===== config.mk =====
export PLATFORM = sky130hd
export DESIGN_NAME = usr_shift_ctrl
export DESIGN_NICKNAME = d
export VERILOG_FILES = /design/src/rtl/usr_shift_ctrl.sv
export SDC_FILE = /design/constraint.sdc
export NUM_CORES = 1
export LEC_CHECK = 0
export ABC_AREA = 1
export CAP_MARGIN = 10
export CORE_AREA = 2 2 45 57
export CTS_CLUSTER_DIAMETER = 30
export DETAILED_ROUTE_END_ITERATION = 16
export DIE_AREA = 0 0 47 59
export GPL_TIMING_DRIVEN = 0
export HOLD_SLACK_MARGIN = 0.08
export PLACE_DENSITY = 0.74
export RECOVER_POWER = 100
export SKIP_CTS_REPAIR_TIMING = 1
export SLEW_MARGIN = 40
export SYNTH_ARGS = -nofsm -noshare
export SYNTH_HDL_FRONTEND = slang
export SYNTH_SLANG_ARGS = --single-unit

===== constraint.sdc =====
create_clock -name clk -period 1.3 [get_ports clk]
set_input_delay 0.26 -clock clk [delete_from_list [all_inputs] [get_ports clk]]
set_output_delay 0.26 -clock clk [all_outputs]
set_load 0.005 [all_outputs]

===== src/rtl/usr_shift_ctrl.sv =====
// Command sequencer for the universal shift register: drives mode select, serial-in and load word.
// Optional build macro USR_ROTATE_EN: cmd_sin=1 on a shift op selects circular rotate via q.
module usr_shift_ctrl #(
    parameter int WIDTH = 4,
    parameter int CNT_W = 3
) (
    input  logic             clk,
    input  logic             rst,
    input  logic             cmd_valid,
    output logic             cmd_ready,
    input  logic [1:0]       cmd_op,
    input  logic [CNT_W-1:0] cmd_count,
    input  logic             cmd_sin,
    input  logic [WIDTH-1:0] cmd_data,
    input  logic             abort,
    input  logic [WIDTH-1:0] q,
    output logic [1:0]       mode_sel,
    output logic             ser_in_r,
    output logic             ser_in_l,
    output logic [WIDTH-1:0] par_out,
    output logic             busy,
    output logic             done,
    output logic             aborted
);

    localparam logic [1:0] IDLE = 2'd0;
    localparam logic [1:0] RUN  = 2'd1;
    localparam logic [1:0] DONE = 2'd2;

    localparam logic [1:0] OP_NOP = 2'b00;
    localparam logic [1:0] OP_SHR = 2'b01;
    localparam logic [1:0] OP_SHL = 2'b10;
    localparam logic [1:0] OP_LD  = 2'b11;

    logic [1:0]       state;
    logic [CNT_W-1:0] cnt;
    logic             first_r;
    logic             first_l;

`ifdef USR_ROTATE_EN
    logic rot;

    // Rotate feeds back the bit that is about to leave the register; with sin=0 it is a 0-fill.
    assign first_r = cmd_sin & q[0];
    assign first_l = cmd_sin & q[WIDTH-1];
`else
    logic unused_q;

    assign unused_q = ^q;
    assign first_r  = cmd_sin;
    assign first_l  = cmd_sin;
`endif

    always_ff @(posedge clk) begin
        if (rst) begin
            state     <= IDLE;
            cnt       <= '0;
            cmd_ready <= 1'b1;
            mode_sel  <= OP_NOP;
            ser_in_r  <= 1'b0;
            ser_in_l  <= 1'b0;
            par_out   <= '0;
            busy      <= 1'b0;
            done      <= 1'b0;
            aborted   <= 1'b0;
`ifdef USR_ROTATE_EN
            rot       <= 1'b0;
`endif
        end else begin
            case (state)
                IDLE: begin
                    if (cmd_valid && cmd_ready) begin
                        cmd_ready <= 1'b0;
                        busy      <= 1'b1;
                        if (cmd_op == OP_LD) begin
                            state    <= RUN;
                            cnt      <= CNT_W'(1);
                            mode_sel <= OP_LD;
                            par_out  <= cmd_data;
                        end else if (cmd_op != OP_NOP && cmd_count != '0) begin
                            state    <= RUN;
                            cnt      <= cmd_count;
                            mode_sel <= cmd_op;
                            ser_in_r <= (cmd_op == OP_SHR) ? first_r : 1'b0;
                            ser_in_l <= (cmd_op == OP_SHL) ? first_l : 1'b0;
`ifdef USR_ROTATE_EN
                            rot      <= cmd_sin;
`endif
                        end else begin
                            state <= DONE;
                            done  <= 1'b1;
                        end
                    end
                end
                RUN: begin
                    cnt <= cnt - 1'b1;
                    if (abort || cnt == CNT_W'(1)) begin
                        state    <= DONE;
                        mode_sel <= OP_NOP;
                        ser_in_r <= 1'b0;
                        ser_in_l <= 1'b0;
                        par_out  <= '0;
                        done     <= 1'b1;
                        aborted  <= abort;
                    end else begin
`ifdef USR_ROTATE_EN
                        // Registered output: predict the post-shift end bit, since q moves on this same edge.
                        if (rot && mode_sel == OP_SHR) ser_in_r <= q[1];
                        if (rot && mode_sel == OP_SHL) ser_in_l <= q[WIDTH-2];
`endif
                    end
                end
                DONE: begin
                    state     <= IDLE;
                    done      <= 1'b0;
                    aborted   <= 1'b0;
                    busy      <= 1'b0;
                    cmd_ready <= 1'b1;
                end
                default: begin
                    state     <= IDLE;
                    mode_sel  <= OP_NOP;
                    ser_in_r  <= 1'b0;
                    ser_in_l  <= 1'b0;
                    par_out   <= '0;
                    done      <= 1'b0;
                    aborted   <= 1'b0;
                    busy      <= 1'b0;
                    cmd_ready <= 1'b1;
                end
            endcase
        end
    end

endmodule


# == Word-level counts from Yosys, hierarchy flattened ==
# Index checks and enable logic that the tools add are counted.
# W data, S select, Z words.
# word_totals
wordCells,82
output_inout_bits,12
input_bits,18
regBits,17
# op_classes
n_reduce_logical,15
bitwise_logic,3
n_eq_ne,13
add_sub_neg,1
mux,40
# ops
op,n
$mux W1,16
$mux W2,8
$mux W4,3
$ne A2 B2 Y1 const B,6
$pmux W4 S3,1
$reduce_and A4 Y1,3
$mux W3,3
$pmux W1 S2,4
$eq A2 B2 Y1 const B,3
$pmux W1 S3,2
$pmux W2 S3,1
$pmux W3 S2,1
$reduce_and A2 Y1,3
$reduce_and A5 Y1,1
$eq A2 B1 Y1 const B,2
$pmux W2 S2,1
$reduce_bool A2 Y1,2
$eq A3 B1 Y1 const B,1
$ne A3 B3 Y1 const B,1
$not A1 Y1,3
$reduce_and A3 Y1,1
$reduce_bool A3 Y1,1
$sub A3 B1 Y3 const B,1
$logic_and A1 B1 Y1,2
other kinds (2),2

# == Depth between registers and ports, before layout ==
# Gate-level depths: netlist (run 1).
# depth
depth_word,6
depth_mapped,9
mapped_depth_nobuf,9

# == Worst setup path before layout (run 1) ==
# No wires, ideal clock.
# synth_path
kind,register to register
from,register cnt[1]
to,register mode_sel[0]
required_time_ns,1.187
synth_period_minus_slack_ns,1.160
n_path_buf,0
setup_time_ns,0.113
stages_incl_launch_ff,10
path_slack_ns,0.140
t_arrival_ns,1.047
cell_sequence,dfxtp_1 -> inv_1 -> ha_1 -> nand2_1 -> nand3_4 -> nand3_4 -> nor2_2 -> nand2_1 -> nand2_1 -> nor2_1
# synth_via
elab_chain_len,4
# synth_rtl
element,line_no,rtl
from (decl),36,logic [CNT_W-1:0] cnt;
from (signal assigned),82,cnt <= cmd_count;
from (signal assigned),96,cnt <= cnt - 1'b1;
$eq A3 B1 Y1,97,if (abort || cnt == CNT_W'(1)) begin
$logic_or A1 B1 Y1,97,
$ne A2 B2 Y1 (no line),-,
$reduce_and A4 Y1 (no line),-,
to (signal assigned),83,mode_sel <= cmd_op;
to (decl),17,"output logic [1:0] mode_sel,"
# Every way passes these cells.
# A chain may end at the register's enable or synchronous reset.

# == Final worst setup path (run 1) ==
# layout_path
from,register state[1]
to,register ser_in_r
# layout_via
elab_chain_len,3
elab_cells_between_ends,10
classes_between,eq/ne: 6; mux: 1; bitwise: 1; reduce/logical: 2
# layout_rtl
element,line_no,rtl
from (decl),35,logic [1:0] state;
from (signal assigned),56,state <= IDLE;
from (signal assigned),76,state <= RUN;
from (signal assigned),81,state <= RUN;
$eq A2 B1 Y1 (tied with other cells),70,case (state)
$ne A2 B2 Y1 (no line) / $not A1 Y1 (equally long branches),-,
$reduce_and A5 Y1 (no line),-,
to (signal assigned),84,ser_in_r <= (cmd_op == OP_SHR) ? first_r : 1'b0;
to (decl),18,"output logic ser_in_r,"
# Several ways; a longest one is shown, not always the timed one.

==> results of run 1 <==
power breakdown:
part	leakage, nW	total [mW]	switching (mW)	internal (mW)
Combinational	0.687	1.31	0.701	0.612
Sequential	0.141	0.785	0.0962	0.689
Clock	0.0177	0.290	0.175	0.115
layout make-up:
cell class,instances,area share
buffer,1,0.00264
timing repair buffer,34,0.246
clock inverter,1,0.00351
sequential,17,0.244
inverter,24,0.0633
clock buffer,3,0.0158
multi-input combinational,98,0.397
tap,31,0.0272
routing by layer:
metal / vias up / part of all wire / GRT usage
li1: 504 / - / -
met1: 436 / 0.40 / 0.187
met2: 18 / 0.54 / 0.295
met3: 8 / 0.035 / 0.0274
met4: 0 / 0.029 / 0.0595
met5: - / 0 / 0
worst paths after layout:
path            start          to  slack [ns]
max reg2reg  state[1]    ser_in_r        0.06
min               rst  par_out[1]        0.35
max          state[1]    ser_in_r        0.06
min reg2reg      done        done        0.47
cells by family (layout without fill, tap and decap cells):
family,Yosys count,in the layout,share of synthesized area
simple gates,82,82,0.429
buf+inv,25,63,0.0989
flops,17,17,0.359
compound gates,13,13,0.0778
fa+ha+maj,2,2,0.0264
xor+xnor,1,1,0.00924
through the flow:
step | cell area, um^2 | setup TNS, ns | cells | utilization | setup slack [ns]
after detailed placement | 1230 | -3.04 | 195 | 0.561 | -0.278
after floorplan | 948 | 0 | 140 | - | 0.140
final | 1420 | 0 | 209 | 0.651 | 0.0576
after CTS | 1250 | -1.35 | 199 | 0.574 | -0.139
after global placement | 1230 | -2.57 | 195 | 0.561 | -0.234
after global routing | 1420 | -0.215 | 209 | 0.651 | -0.0672
cells in the mapped netlist (all sizes together), types with 2 or more instances:
library cell	n
nand2	40
nor2	29
inv	24
dfxtp	17
nand3	10
o21ai	7
a21oi	4
ha	2
nand4	2
sequential cells by signal, summed over array words and instances, names as in the netlist:
| register | flops |
|---|---|
| aborted | 1 |
| busy | 1 |
| cmd_ready | 1 |
| cnt | 3 |
| done | 1 |
| mode_sel | 2 |
| par_out | 4 |
| ser_in_l | 1 |
| ser_in_r | 1 |
| state | 2 |
==> impl_metrics.tcl, run 1 <==
set metrics [dict create \
    status "complete, no violations" \
    gp_congestion 0.768 \
    critical_path.max_fanout 8 \
    hold_viol 0 \
    pin_count 30 \
    hp-class "in -> reg" \
    ys_async_sr_fraction 0 \
    areaGrowthSynthToFinish_pct 50.1 \
    cts.sinks 17 \
    vias 966 \
    yosysWarnings 0 \
    p_leak_nw 0.846 \
    register_area_um2 348 \
    core_mm2 0.00219 \
    synth.ff_latch_count 17 \
    synth_area_um2 948 \
    cts_buffers 3 \
    r2r_cells 8 \
    layout_commonest_cell "nand2_1" \
    htree_levels 1 \
    drive_above_1_share 0.253 \
    critical_path_depth 8 \
    crit_path_frequent_cell "nand2_1" \
    yosysTopAreaCell "dfxtp_1" \
    drt_wl_total_um 2210 \
    critPathKind "reg -> reg" \
    worst-path-buf-inv 2 \
    grt_pass1_vias 832 \
    cp-start-kind "flop" \
    first_pass_iters 4 \
    antenna_cells 0 \
    slew_headroom 0.722 \
    drv_slew 0 \
    final_antenna_net_count 0 \
    drv_cap 0 \
    setup_viol 0 \
    period_minus_slack_ns 1.24 \
    dieArea_mm2 0.00277 \
    avgViaCountPerCell 4.62 \
    worst_ir_drop_vdd_mv 1.09 \
    cp.required_ns 1.53 \
    crit_chain "nor2_4 -> buf_4 -> inv_2 -> nor2_2 -> nand3_1 -> nand2_1 -> nand2_1 -> nor2_1" \
    grtUsageTotal 0.164 \
    io_buffers 24 \
    ys_seq_area_frac 0.359 \
    synth-edff-count 0 \
    start_util 0.434 \
    post-route-period-util 0.956 \
    cts_tree "built" \
    dr.first_iter.drc_count 4 \
    die_x_um 47 \
    multi_input_area_um2 566 \
    syn-num-nets 160 \
    cp_top_family "simple AND/OR/NAND/NOR gates" \
    skew_ns 0.00503 \
    yosysTopAreaCellShare 0.359 \
    drcViolationCount 0 \
    clk_pin_slew_ns 0.10 \
    synth_cell_types 23 \
    crit_arrival_ns 1.48 \
    fillers 214 \
    min_path_cells 2 \
    clockRootBuffer "clkbuf_4" \
    max_stage_delay_ns 0.38 \
    fmax_mhz 805 \
    cts.path.max_buffers 2 \
    antenna_found_initial 0 \
    wire_per_inst_um 10.6 \
    worst_pin_slew_ns 0.417 \
    layout_common_cells "nand2_1 (31), nor2_1 (22), inv_1 (21)" \
    netlist_top_cells_area "dfxtp_1 (36%), nand2_1 (15%), nor2_1 (9.9%)" \
    layout.nets 199 \
    rows 19 \
    hpwl_um 1560 \
    hold_slack_ns 0.346 \
    synth_ff_type "dfxtp_1" \
    syn_avg_cell_area_um2 6.77 \
    cpMaxStageDelayCell "dfxtp_4" \
    synthCells 140 \
    cellPowerDensity_mw_per_mm2 1680 \
    cp-end-kind "flop" \
    clkLatencyLatePin_ns 0.29 \
    grt_overflow_total 0 \
    die_y_um 59 \
    grt_max_degree 11 \
    total_power_mw 2.39 \
    grt_pass1_wl_um 3300 \
]
Power figures use the tool's default switching activity.
==> inputs of run 2 (changes only) <==
clock period = 1.6 ns   (was 1.3 ns; I/O delays follow)
==> run 2 against run 1 <==
Worst setup slack gained 0.017 ns; highest routed layer unchanged; first-iteration DRC count rose by 100%; sequential power is 20% lower; global-route usage stayed put; sequential share of layout area is 2.9 points higher; clock skew shrank 0.0013 ns; via count shrank 6.6%; critical path depth is 7 lower; core utilization fell by 8.2 points; non-clock buffer count decreased by 10; worst hold slack better by 0.049 ns.
==> impl_metrics.tcl, run 2 (synthesized netlist as in run 1, its figures left out) <==
set metrics [dict create \
    status "complete, no violations" \
    crit_start "par_out[0]" \
    cts_tree "built" \
    fmax_mhz 655 \
    cp.required_ns 1.28 \
    layout_common_cells "nand2_1 (38), nor2_1 (26), inv_1 (22)" \
    fin_setup_tns_ns 0 \
    drive_above_1_share 0.0893 \
    grt_max_degree 11 \
    rows 19 \
    start_util 0.434 \
    total_power_mw 1.74 \
    largest_register_ff_count 4 \
    pin_count 30 \
    setup_ws_ns 0.0743 \
    cts.sinks 17 \
    clockRootBuffer "clkbuf_4" \
    pre_cts_ws_ns -0.0379 \
    met3_usage 0.0274 \
    final_antenna_net_count 0 \
    hold_slack_ns 0.394 \
    drt_wl_total_um 1930 \
    wire_per_inst_um 9.67 \
    die_y_um 59 \
    slew_headroom 0.726 \
    reg.largest.list "par_out (4), cnt (3)" \
    core_mm2 0.00219 \
    clk_pin_slew_ns 0.10 \
    drv_cap 0 \
    avgViaCountPerCell 4.53 \
    antenna_found_initial 0 \
    layout_commonest_cell "nand2_1" \
    p_leak_nw 0.604 \
    critPathKind "reg -> out" \
    cts.path.max_buffers 2 \
    post-route-util 0.569 \
    rsz0062_at_grt "no" \
    crit_arrival_ns 1.21 \
    vias 902 \
    hp-class "in -> reg" \
    grt_pass1_vias 832 \
    post-route-period-util 0.954 \
    cpMaxStageDelayCell "dlygate4sd3_1" \
    max_stage_delay_ns 0.57 \
    crit_chain "dlygate4sd3_1" \
    htree_levels 1 \
    worst_ir_drop_vdd_mv 0.786 \
    worst_pin_slew_ns 0.411 \
    gp_congestion 0.768 \
    grtUsageTotal 0.164 \
    cp-end-kind "primary output" \
    areaGrowthSynthToFinish_pct 31.1 \
    grt_overflow_total 0 \
    drcViolationCount 0 \
    regMostFlops "par_out" \
    antenna_cells 0 \
    dieArea_mm2 0.00277 \
    grt-busiest-layer "met2" \
    fin_area_mm2 0.00124 \
    grt_pass1_wl_um 3300 \
    first_pass_iters 4 \
    regToRegStartpoint "cnt[1]" \
    die_x_um 47 \
    cp-start-kind "flop" \
    critical_path.max_fanout 2 \
    period_minus_slack_ns 1.53 \
    drv_slew 0 \
    io_buffers 24 \
    fillers 240 \
    worst-path-buf-inv 1 \
    cellPowerDensity_mw_per_mm2 1400 \
    skew_ns 0.00372 \
    hp-start "rst" \
    met1_usage 0.187 \
    use_met2 0.295 \
    cp_top_family "buffers and inverters" \
    final_cells 199 \
    dr.first_iter.drc_count 8 \
    hold_viol 0 \
    placed_area_mm2 0.00123 \
    layout.nets 189 \
    setup_viol 0 \
    hpwl_um 1560 \
    clkLatencyLatePin_ns 0.29 \
    placed_cells 195 \
    cts_buffers 3 \
]
## run 2: cell count changes in the layout (fill, tap and decap cells not counted), moves of 4 or more
cell	before	now
buf_4	10	0
clkdlybuf4s50_1	10	19
dfxtp_1	13	17
dlygate4sd3_1	0	5
dlymetal6s2s_1	14	0
nand2_1	31	38
nand2_2	8	1
nor2_1	22	26
o21ai_0	3	7
## run 2: report_power, final
| group | internal, mW | switching [mW] |
|---|---|---|
| Clock | 0.0930 | 0.140 |
| Combinational | 0.399 | 0.482 |
| Sequential | 0.553 | 0.0772 |
## run 2: path summary, 6_finish.rpt
kind / end / slack [ns] / cells after the start
setup / recovery: par_out[0] / 0.07 / 1
hold reg to reg: done / 0.47 / 2
hold / removal: par_out[0] / 0.39 / 2
setup reg to reg: mode_sel[0] / 0.26 / 9
## run 2: metal layers
| metal | share of wire | vias up |
|---|---|---|
| met2 | 0.53 | 17 |
| met5 | 0 | - |
| li1 | - | 486 |
| met1 | 0.42 | 395 |
| met4 | 0.015 | 0 |
| met3 | 0.035 | 4 |
## run 2: area by class of cell
cell class	instances	area [um^2]	area share
Multi-Input combinational cell	98	503	0.404
Sequential cell	17	340	0.274
Timing Repair Buffer	24	240	0.193
Inverter	24	90.1	0.0724
Tap cell	31	38.8	0.0312
Clock buffer	3	22.5	0.0181
Clock inverter	1	5.00	0.00402
Buffer	1	3.75	0.00302
==> edit, RTL diff (config.mk and constraints of run 1) <==
Change the parameter `WIDTH` from 4 to 3.
--- a/src/rtl/usr_shift_ctrl.sv
+++ b/src/rtl/usr_shift_ctrl.sv
@@ -3,3 +3,3 @@
 module usr_shift_ctrl #(
-    parameter int WIDTH = 4,
+    parameter int WIDTH = 3,
     parameter int CNT_W = 3
Ports: changed (resized cmd_data, par_out and q); port bits go from 30 to 27. The function was not compared with the original's and may differ.
==> edit against run 1 <==
- sequential cell count is 1 lower
- setup slack worse by 25 ps
- cell area is 2.5% lower
- routed wire length is 2.0% lower
- first-iteration DRC count grew to 3.0 times the old value
- clock power is 17% higher
- synthesized area is 4.1% lower
- total power is 22% lower
- via count is 0.62% higher
- critical path type unchanged
- largest cell class unchanged
- highest routed layer unchanged
==> edit: results (changes against run 1) <==
| Metric | Value |
|---|---|
| # diodes | `0 (unchanged)` |
| Max Root-Sink Buffers | `2 (unchanged)` |
| Worst Skew | `5.90 ps (+0.868 ps)` |
| Sequential fraction of the synthesis area | `0.352 (-0.00671)` |
| Synth top area cells | `dfxtp_1 35%, nand2_1 18%, inv_1 9.9%` |
| Non-Filler Instances | `203 (-2.9%)` |
| CTS root buf | `clkbuf_4` |
| Vias in the first global route | `879 (+5.6%)` |
| Drt pass-1 iters | `4 (unchanged)` |
| Met1 usage | `0.161 (-0.0257)` |
| WL/cell | `10.7 µm (+0.86%)` |
| Synth unique cells | `20 (-13%)` |
| Synth top cells by count | `43 x nand2_1, 24 x inv_1, 16 x dfxtp_1` |
| Largest net degree at the start of global routing | `11 (unchanged)` |
| All-Layer GR Usage | `0.164 (-0.000296)` |
| Number of port buffers | `22 (-8.3%)` |
| Worst reg2reg path startpoint | `cnt[1]` |
| Hold WC Path Type | `in -> reg` |
| Via count | `972 (+0.62%)` |
| GR Util met2 | `0.292 (-0.00391)` |
| Xor and xnor area share after synthesis | `0 (-0.00923)` |
| First-pass GRT wire length | `3270 µm (-0.85%)` |
| Peak VDD IR | `0.797 mV (-27%)` |
| Biggest regs | `cnt: 3 flops, par_out: 3 flops` |
| CP arrival | `1500 ps (+20 ps)` |
| Critical Path Start | `cnt[1]` |
| Post-synthesis adder-cell area fraction | `0.0275 (+0.00113)` |
| Status | `finished, final reports clean` |
| Avg Cell Area, Syn | `6.59 µm² (-2.7%)` |
| Worst-path clk slew | `100 ps (about the same)` |
| Number of fillers in the final layout | `203 (-5.1%)` |
| DP HPWL | `1480 µm (-5.1%)` |
| Layout cells sized above 1 | `0.279 (+0.0263)` |
| Initial DRC Count | `12 (+8)` |
| Least-Margin Pin Slew | `217 ps (-200 ps)` |
| Met3 usage | `0.0366 (+0.00915)` |
| RD Place Congestion | `0.771 (+0.42%)` |
| Syn_nets | `156 (-2.5%)` |
| Pleak | `0.000823 µW (-2.7%)` |
| Final net count | `191 (-4.0%)` |
| CTS buffer count | `3 (unchanged)` |
| Peak fanout along the critical path | `5 (-3)` |
| Compound-cell area share of the yosys netlist | `0.0908 (+0.0129)` |
[edit: final timing paths]
check / endpoint / slack [ps] / cells past startpoint
worst min-delay path: state[0] / 180 / 2
worst max register to register: par_out[1] / 30 / 10
worst max-delay path: par_out[1] / 30 / 10
worst min register to register: cmd_ready / 460 / 2
[edit: stage by stage]
stage	TNS [ps]	setup slack (ps)	total power [µW]	cell area, µm²
floorplan	0	112	1120	910
global placement	-3070	-383	1350	1170
detailed placement	-3370	-436	1370	1170
CTS	-1500	-163	1710	1200
global route	-185	-54.9	2020	1390
finish	0	32.1	1870	1390
[edit: power by group]
group	switching, µW	total [µW]	leakage (µW)	internal [µW]
combinational	446	858	0.000667	411
sequential	66.4	667	0.000136	601
clock	170	340	0.0000210	171
total	682	1870	0.000823	1180
[edit: routing by layer]
layer,share of wire,up-vias
met5,0,-
met4,0.035,0
met3,0.030,7
met2,0.57,19
met1,0.36,450
li1,-,496
[edit: final cells by class]
| type | instances | share of cell area |
|---|---|---|
| clock buffers | 4 | 0.0261 |
| repair buffers | 30 | 0.225 |
| multi-input cells | 96 | 0.399 |
| well taps | 31 | 0.0280 |
| flip-flops and latches | 16 | 0.243 |
| plain buffers | 2 | 0.0135 |
| inverters | 24 | 0.0649 |
[edit: cells by family after synthesis]
group                    Yosys count
AO/OA/AOI/OAI                     16
flip-flops                        16
AND/OR/NAND/NOR                   78
buffers and inverters             26
adder cells (fa/ha/maj)            2
[edit: critical path, stage by stage (launching register included)]
cell	delay (ps)
dfxtp_2	330
inv_2	80
ha_4	140
nand2_4	40
nand3_4	120
nand2_4	60
nor2_4	120
nand2_2	80
nand2_1	60
nand2_1	50
nor2_1	90
